`config.mk`:
```
export PLATFORM = sky130hd
export DESIGN_NAME = load_store_unit
export DESIGN_NICKNAME = d
export VERILOG_FILES = /design/src/rtl/load_store_unit.sv
export SDC_FILE = /design/constraint.sdc
export NUM_CORES = 1
export LEC_CHECK = 0
export CAP_MARGIN = 40
export CORE_MARGIN = 5
export CORE_UTILIZATION = 30
export DETAILED_ROUTE_END_ITERATION = 10
export MAX_ROUTING_LAYER = met4
export PLACE_DENSITY_LB_ADDON = 0.12
export RECOVER_POWER = 25
export SYNTH_ARGS = -nofsm -noshare
export SYNTH_HDL_FRONTEND = slang
export SYNTH_SLANG_ARGS = --single-unit
```
`constraint.sdc`:
```
create_clock -name clk -period 3 [get_ports clk]
set_clock_uncertainty 0.1 [all_clocks]
set_input_delay 0.45 -clock clk [delete_from_list [all_inputs] [get_ports clk]]
set_output_delay 0.45 -clock clk [all_outputs]
set_load 0.01 [all_outputs]
```
`src/rtl/load_store_unit.sv`:
```
// Load/store bus initiator: word bus without byte enables, sub-word stores via read-modify-write,
// lane-extracted loads with sign/zero extension. Define LSU_TIMEOUT_EN to enable the bus timeout.
module load_store_unit #(
   parameter int unsigned TIMEOUT_CYCLES = 255
) (
   input  logic        clk,
   input  logic        rst_n,
   input  logic        req_valid,
   output logic        req_ready,
   input  logic        req_we,
   input  logic [1:0]  req_size,
   input  logic        req_signed,
   input  logic [31:0] req_addr,
   input  logic [31:0] req_wdata,
   output logic        resp_valid,
   output logic [31:0] resp_rdata,
   output logic        resp_fault,
   output logic        bus_cs,
   output logic [31:0] bus_addr,
   output logic        bus_we,
   output logic [31:0] bus_wdata,
   input  logic [31:0] bus_rdata,
   input  logic        bus_ready
);

   localparam int unsigned XLEN = 32;
   localparam logic [1:0] SZ_BYTE = 2'b00;
   localparam logic [1:0] SZ_HALF = 2'b01;
   localparam logic [1:0] SZ_WORD = 2'b10;

   typedef enum logic [2:0] {S_IDLE, S_READ, S_MERGE, S_WRITE, S_RESP} state_e;

   state_e            state_q, state_d;
   logic [1:0]        off_q, off_d;
   logic [1:0]        size_q, size_d;
   logic              we_q, we_d;
   logic              signed_q, signed_d;
   logic [15:0]       wdata_q, wdata_d;
   logic [XLEN-1:0]   rdata_q, rdata_d;
   logic              bus_cs_q, bus_cs_d;
   logic [XLEN-1:0]   bus_addr_q, bus_addr_d;
   logic              bus_we_q, bus_we_d;
   logic [XLEN-1:0]   bus_wdata_q, bus_wdata_d;
   logic              resp_valid_q, resp_valid_d;
   logic [XLEN-1:0]   resp_rdata_q, resp_rdata_d;
   logic              resp_fault_q, resp_fault_d;

   logic              req_fault;
   logic              tmo_hit;
   logic [7:0]        lane_b;
   logic [15:0]       lane_h;
   logic [XLEN-1:0]   load_data;
   logic [XLEN-1:0]   merge_data;

   assign req_ready = rst_n && (state_q == S_IDLE);

   assign req_fault = (req_size == 2'b11)
                   || ((req_size == SZ_HALF) && req_addr[0])
                   || ((req_size == SZ_WORD) && (req_addr[1:0] != 2'b00));

   // Lane extraction for loads and lane insertion for RMW stores
   always_comb begin
      lane_b     = bus_rdata[{off_q, 3'b000} +: 8];
      lane_h     = bus_rdata[{off_q[1], 4'b0000} +: 16];
      load_data  = bus_rdata;
      merge_data = rdata_q;
      if (size_q == SZ_BYTE) begin
         load_data = {{24{signed_q & lane_b[7]}}, lane_b};
         merge_data[{off_q, 3'b000} +: 8] = wdata_q[7:0];
      end else if (size_q == SZ_HALF) begin
         load_data = {{16{signed_q & lane_h[15]}}, lane_h};
         merge_data[{off_q[1], 4'b0000} +: 16] = wdata_q;
      end
   end

`ifdef LSU_TIMEOUT_EN
   localparam int unsigned TMO_W = $clog2(TIMEOUT_CYCLES + 1);
   logic [TMO_W-1:0] tmo_q, tmo_d;
   logic             bus_wait;

   assign bus_wait = ((state_q == S_READ) || (state_q == S_WRITE)) && !bus_ready;
   assign tmo_hit  = bus_wait && (tmo_q == TMO_W'(TIMEOUT_CYCLES - 1));

   // Counter is zero outside READ/WRITE, so it starts cleared on every entry
   always_comb begin
      tmo_d = '0;
      if (bus_wait) begin
         tmo_d = tmo_q + TMO_W'(1);
      end else if ((state_q == S_READ) || (state_q == S_WRITE)) begin
         tmo_d = tmo_q;
      end
   end

   always_ff @(posedge clk) begin
      if (!rst_n) tmo_q <= '0;
      else        tmo_q <= tmo_d;
   end
`else
   logic unused_tmo_cfg;
   assign unused_tmo_cfg = ^TIMEOUT_CYCLES;
   assign tmo_hit        = 1'b0;
`endif

   always_comb begin
      state_d      = state_q;
      off_d        = off_q;
      size_d       = size_q;
      we_d         = we_q;
      signed_d     = signed_q;
      wdata_d      = wdata_q;
      rdata_d      = rdata_q;
      bus_cs_d     = bus_cs_q;
      bus_addr_d   = bus_addr_q;
      bus_we_d     = bus_we_q;
      bus_wdata_d  = bus_wdata_q;
      resp_valid_d = 1'b0;
      resp_rdata_d = '0;
      resp_fault_d = 1'b0;
      unique case (state_q)
         S_IDLE: begin
            if (req_valid) begin
               off_d    = req_addr[1:0];
               size_d   = req_size;
               we_d     = req_we;
               signed_d = req_signed;
               wdata_d  = req_wdata[15:0];
               if (req_fault) begin
                  state_d      = S_RESP;
                  resp_valid_d = 1'b1;
                  resp_fault_d = 1'b1;
               end else begin
                  bus_cs_d   = 1'b1;
                  bus_addr_d = {req_addr[31:2], 2'b00};
                  if (req_we && (req_size == SZ_WORD)) begin
                     state_d     = S_WRITE;
                     bus_we_d    = 1'b1;
                     bus_wdata_d = req_wdata;
                  end else begin
                     state_d     = S_READ;
                     bus_we_d    = 1'b0;
                     bus_wdata_d = '0;
                  end
               end
            end
         end
         S_READ: begin
            if (bus_ready) begin
               bus_cs_d = 1'b0;
               if (we_q) begin
                  state_d = S_MERGE;
                  rdata_d = bus_rdata;
               end else begin
                  state_d      = S_RESP;
                  resp_valid_d = 1'b1;
                  resp_rdata_d = load_data;
               end
            end else if (tmo_hit) begin
               bus_cs_d     = 1'b0;
               state_d      = S_RESP;
               resp_valid_d = 1'b1;
               resp_fault_d = 1'b1;
            end
         end
         S_MERGE: begin
            state_d     = S_WRITE;
            bus_cs_d    = 1'b1;
            bus_we_d    = 1'b1;
            bus_wdata_d = merge_data;
         end
         S_WRITE: begin
            if (bus_ready || tmo_hit) begin
               bus_cs_d     = 1'b0;
               state_d      = S_RESP;
               resp_valid_d = 1'b1;
               resp_fault_d = !bus_ready;
            end
         end
         S_RESP:  state_d = S_IDLE;
         default: state_d = S_IDLE;
      endcase
   end

   always_ff @(posedge clk) begin
      if (!rst_n) begin
         state_q      <= S_IDLE;
         off_q        <= '0;
         size_q       <= '0;
         we_q         <= 1'b0;
         signed_q     <= 1'b0;
         wdata_q      <= '0;
         rdata_q      <= '0;
         bus_cs_q     <= 1'b0;
         bus_addr_q   <= '0;
         bus_we_q     <= 1'b0;
         bus_wdata_q  <= '0;
         resp_valid_q <= 1'b0;
         resp_rdata_q <= '0;
         resp_fault_q <= 1'b0;
      end else begin
         state_q      <= state_d;
         off_q        <= off_d;
         size_q       <= size_d;
         we_q         <= we_d;
         signed_q     <= signed_d;
         wdata_q      <= wdata_d;
         rdata_q      <= rdata_d;
         bus_cs_q     <= bus_cs_d;
         bus_addr_q   <= bus_addr_d;
         bus_we_q     <= bus_we_d;
         bus_wdata_q  <= bus_wdata_d;
         resp_valid_q <= resp_valid_d;
         resp_rdata_q <= resp_rdata_d;
         resp_fault_q <= resp_fault_d;
      end
   end

   assign bus_cs     = bus_cs_q;
   assign bus_addr   = bus_addr_q;
   assign bus_we     = bus_we_q;
   assign bus_wdata  = bus_wdata_q;
   assign resp_valid = resp_valid_q;
   assign resp_rdata = resp_rdata_q;
   assign resp_fault = resp_fault_q;

endmodule

```
== Yosys cells after proc, flatten, opt, wreduce, memory -nomap -nowiden ==
Cells that the tools add are included.
W data, S select, Z words.

* Bits in latches: 0
* Bits in registers: 155
* Word-level logic and storage cells: 93
* Output and inout bits: 101
* Memory bits (writable): 0
* Input bits: 104
* Memories kept: 0
* Bits in read-only memories: 0

* Bitwise operators: 6
* Add/subtract/negate cells: 2
* Multipliers: 0
* Shift-type cells: 6
* Multiplexer cells: 33
* Equal/unequal tests: 12
* Divide/modulo/power cells: 0
* $lt $le $gt $ge: 0
* Reductions and logical operators: 20

{| class="wikitable"
|+ Operators by type and width
! cell !! number
|-
| $mux W32 || 7
|-
| $bwmux W32 || 2
|-
| $pmux W32 S2 || 1
|-
| $shift A16 B7 Y32 const A || 1
|-
| $shift A8 B7 Y32 const A || 1
|-
| $shiftx A16 B7 Y32 || 1
|-
| $shiftx A32 B6 Y16 || 1
|-
| $shiftx A32 B6 Y8 || 1
|-
| $shiftx A8 B7 Y32 || 1
|-
| $mux W3 || 5
|-
| $neg A5 Y7 || 2
|-
| $mux W1 || 12
|-
| $pmux W3 S4 || 1
|-
| $reduce_and A3 Y1 || 4
|-
| $ne A2 B2 Y1 const B || 4
|-
| $eq A3 B2 Y1 const B || 2
|-
| $pmux W1 S3 || 2
|-
| $eq A2 B1 Y1 const B || 2
|-
| $eq A2 B2 Y1 const B || 2
|-
| $logic_and A1 B1 Y1 || 4
|-
| $not A1 Y1 || 4
|-
| $pmux W1 S2 || 2
|-
| $reduce_and A4 Y1 || 1
|-
| $reduce_bool A2 Y1 || 2
|-
| other kinds (12) || 14
|}

== Depth between registers and ports, before layout ==
* Depth after elaboration: 7
* Mapped depth: 10

== Worst setup path before layout ==
Ideal clock, no wire load.

* Kind: register to register
* Start point: reg off_q[1]
* End point: reg bus_wdata_q[16], in the netlist bus_wdata[16]
* Path slack: 0.506 ns
* Path buffers: 4
* Stages on the path, launching flop included: 11
* Arrival: 2.320 ns
* Path through: dfxtp_1 -> buf_2 -> buf_2 -> clkbuf_1 -> inv_1 -> ha_1 -> or3b_2 -> buf_2 -> o211ai_1 -> o311ai_0 -> a31oi_1

* Longest elaborated chain between the ends: 6
* Elaborated cells between the ends (all ways): 11
* Those cells by class: 2 x add/sub; 4 x shift; 5 x mux

{| class="wikitable"
|+ RTL lines
! element !! RTL line !! source
|-
| from (decl) || 34 || <nowiki>logic [1:0] off_q, off_d;</nowiki>
|-
| from (signal assigned) || 186 || <nowiki>off_q <= '0;</nowiki>
|-
| from (signal assigned) || 201 || <nowiki>off_q <= off_d;</nowiki>
|-
| $neg A5 Y7 || 72 || <nowiki>merge_data[{off_q[1], 4'b0000} +: 16] = wdata_q;</nowiki>
|-
| $shiftx A16 B7 Y32 / $shift A16 B7 Y32 (equally long branches) || 72 ||
|-
| $bwmux W32 || 72 ||
|-
| $mux W32 || 70 || <nowiki>end else if (size_q == SZ_HALF) begin</nowiki>
|-
| $mux W32 (*) || 67 || <nowiki>if (size_q == SZ_BYTE) begin</nowiki>
|-
| $pmux W32 S2 (*) || 119 || <nowiki>unique case (state_q)</nowiki>
|-
| to (signal assigned) || 210 || <nowiki>bus_wdata_q <= bus_wdata_d;</nowiki>
|-
| to (decl) || 43 || <nowiki>logic [XLEN-1:0] bus_wdata_q, bus_wdata_d;</nowiki>
|}

Every way passes the cells marked *; elsewhere a longest branch is shown, timed or not.
A chain may end at the register's enable or synchronous reset.

== Worst setup path in the final report ==
* Start point: reg state_q[2]
* End point: out req_ready

* Longest elaborated chain between the ends: 2

{| class="wikitable"
|+ RTL lines
! element !! RTL line !! source
|-
| from (decl) || 33 || <nowiki>state_e state_q, state_d;</nowiki>
|-
| from (signal assigned) || 200 || <nowiki>state_q <= state_d;</nowiki>
|-
| $logic_not A3 Y1 || 55 || <nowiki>assign req_ready = rst_n && (state_q == S_IDLE);</nowiki>
|-
| $logic_and A1 B1 Y1 || 55 ||
|-
| to (decl) || 9 || <nowiki>output logic req_ready,</nowiki>
|}

No other way between the ends.

==> impl_metrics.env <==
export IMPL_worst_setup_path_type="reg2out"
export IMPL_worst_slew_margin_rel_pct=33.1
export IMPL_detailedRoute_firstIterationViolations=543
export IMPL_critical_path_endpoint_type="primary output"
export IMPL_global_route_usage_total_pct=19.0
export IMPL_antenna_cells_inserted=0
export IMPL_final_period_demand_of_the_worst_path_ns=2.37
export IMPL_setup_ws_post_layout_ns=0.632
export IMPL_core_um2=25300
export IMPL_io_pins=205
export IMPL_cts_inserted_buffers=17
export IMPL_wirelength_um=27200
export IMPL_power_density_cell_area_nw_per_um2=505
export IMPL_clkTransAtPathRegs_ns=0.06
export IMPL_row_count=58
export IMPL_cts_htree_levels=4
export IMPL_cts_post_setup_buffers_inserted=0
export IMPL_cp_data_arrival_time_ns=1.82
export IMPL_setup_viol=0
export IMPL_initial_utilization_pct=30.6
export IMPL_number_of_global_route_vias_before_repair=7106
export IMPL_cells_after_synthesis=938
export IMPL_routed_via_count=7322
export IMPL_latest_clock_arrival_within_the_worst_skew_pair_ns=0.42
export IMPL_worstPathBufferInverterCount=1
export IMPL_grt_antenna_before_repair=0
export IMPL_postCtsHoldBufs=0
export IMPL_drive_above_1_share_pct=8.49
export IMPL_critical_path_slowest_cell="clkdlybuf4s50_1"
export IMPL_path_max_fanout=9
export IMPL_synth_distinct_cells=50
export IMPL_synthToLayoutAreaGrowth_pct=37.4
export IMPL_delay_of_the_slowest_cell_on_the_worst_path_ns=0.59
export IMPL_place_detailed_hpwl_um=19600
export IMPL_grt_remaining_overflow=0
export IMPL_tns_ns=0
export IMPL_synth_edf_count=0
export IMPL_drtPass1Iterations=4
export IMPL_worst_ir_drop_vdd_v=0.000317
export IMPL_antenna_violating_nets_post_route=0
export IMPL_routabilityCongestion=0.832
export IMPL_timing_worst_slew_pin_value_ns=1.00
export IMPL_path_type_of_the_worst_min_delay_path="in2reg"
export IMPL_post_route_period_util_pct=78.9
export IMPL_routed_via_density=5.05
export IMPL_postSynth_asyncResetShare_pct=0
export IMPL_power_static_leakage_uw=0.00372
export IMPL_crit_chain="nand2b_4 > nor3_1 > clkdlybuf4s50_1"
export IMPL_synthesis_area_um2=7730
export IMPL_rsz0062_at_grt="false"
export IMPL_path_delay_family="buffers and inverters"
export IMPL_io_buffer_count=202
export IMPL_largest_net_degree_at_the_start_of_global_routing=90
export IMPL_final_hold_viol_count=0
export IMPL_root_buffer="clkbuf_16"
export IMPL_drc_errors=0
export IMPL_postSynthAreaPerCell_um2=8.24
export IMPL_die_w_um=171
export IMPL_finish_net_count=1215
export IMPL_die_area_um2=29100
export IMPL_yosys_register_bits=155
export IMPL_synth_top_flop_cell="dfxtp_1"
export IMPL_final_max_slew_viol_count=0
export IMPL_grt_pass1_wl_um=42200
export IMPL_final_core_util_pct=42.1
export IMPL_detailedPlace_worstSlack_ns=0.499
export IMPL_wire_per_inst_um=18.8
export IMPL_die_height_um=171
export IMPL_status="complete, no violations"
export IMPL_clock_sinks=155
export IMPL_clockBufferDepth=2
export IMPL_ys_seq_area_share_pct=40.1
export IMPL_cts_tree="built"
export IMPL_max_cap_violations=0
export IMPL_worst_endpoint_required_ns=2.45
export IMPL_yosys_warnings=0
export IMPL_max_freq_ghz=0.422
export IMPL_cts_resized=0
export IMPL_startpoint_type="flip-flop"
## final cells by class
cell class | count | area [um2]
clock inverter | 13 | 156
sequential | 155 | 3100
fill | 2573 | 14600
multi-input combinational | 693 | 4200
timing repair buffer | 234 | 2280
inverter | 5 | 18.8
clock buffer | 19 | 453
tap | 330 | 413
## metal layers
metal  vias to the layer above  GRT usage, %  share of wire (%)
met4                         0          4.72                1.3
met5                         -             -                  0
met1                      3452          26.5                 48
met3                        21          3.90                5.2
met2                       191          28.4                 45
li1                       3658             -                  -
## placed cells by master (no fill, tap or decap), drive strengths merged, types with 19 or more instances in the layout
master	n
a21boi	92
a21oi	37
a31oi	33
buf	31
clkbuf	21
clkdlybuf4s50	176
dfxtp	155
dlygate4sd3	25
nand2	226
nand2b	28
nor2	19
nor2b	34
o2111ai	23
o21ai	59
## kinds of logic (layout without fill, tap and decap cells)
family                     count (synthesis)  count (layout)  synth area share (%)
AOI/OAI and AO/OA                        298             298                  27.1
and+or+nand+nor                          362             362                  21.6
DFF                                      155             155                  40.1
buffers and inverters                     91             271                  5.67
other                                      1               2                0.0485
muxes                                     26              26                  4.61
adders and majority gates                  5               5                 0.809
## cells in the mapped netlist, types with 17 or more instances
cell type	number	area [um2]
nor2b_1	34	213
nor2_1	19	71.3
nand2_1	226	848
o2111ai_1	23	201
a21boi_1	48	360
buf_2	35	175
dfxtp_1	155	3100
clkbuf_1	41	154
nand2b_1	27	169
nor3_1	17	85.1
a21boi_0	44	330
o21ai_0	59	295
a31oi_1	33	206
a21oi_1	36	180
## state kept, by name, summed over array words and instances, names as in the netlist
| signal | cells |
|---|---|
| rdata_q | 32 |
| we_q | 1 |
| bus_addr | 30 |
| bus_cs | 1 |
| off_q | 2 |
| size_q | 2 |
| resp_rdata | 32 |
| resp_fault | 1 |
| state_q | 3 |
| resp_valid | 1 |
| wdata_q | 16 |
| bus_we | 1 |
| signed_q | 1 |
| bus_wdata | 32 |
## tightest hold or removal path, delay by kind of cell
| kind | cells | cell delay, ns |
|---|---|---|
| AOI/OAI and AO/OA | 1 | 0.04 |
| buffers and inverters | 1 | 0.12 |
| and+or+nand+nor | 1 | 0.09 |
## power breakdown
group / switching [uW] / total (uW) / leakage (uW) / internal, uW
clock network: 939 / 2240 / 0.000304 / 1300
registers: 79.6 / 2230 / 0.00126 / 2150
logic: 452 / 899 / 0.00216 / 448
total: 1470 / 5360 / 0.00372 / 3890
## final timing paths
kind | slack (ns) | endpoint | startpoint | cells past startpoint
setup / recovery | 0.63 | req_ready | state_q[2]$_SDFFE_PN0P_ | 3
hold / removal | 0.23 | state_q[2]$_SDFFE_PN0P_ | rst_n | 3
setup reg to reg | 0.77 | bus_wdata[17]$_SDFFE_PN0P_ | off_q[1]$_SDFFE_PN0P_ | 7
hold reg to reg | 0.35 | bus_addr[4]$_SDFFE_PN0P_ | bus_addr[4]$_SDFFE_PN0P_ | 2
## metrics by stage
step           cell area, um2  hold slack, ns  total power [uW]  std cells
3_5_place_dp            10000           0.344              3180       1417
2_1_floorplan            7730           0.345              2740        939
3_3_place_gp             9990           0.340              3180       1416
4_1_cts                 10600           0.209              5460       1449
5_1_grt                 10600           0.226              5620       1449
6_report                10600           0.231              5360       1449
No activity file was read; power rests on OpenSTA's default activity.
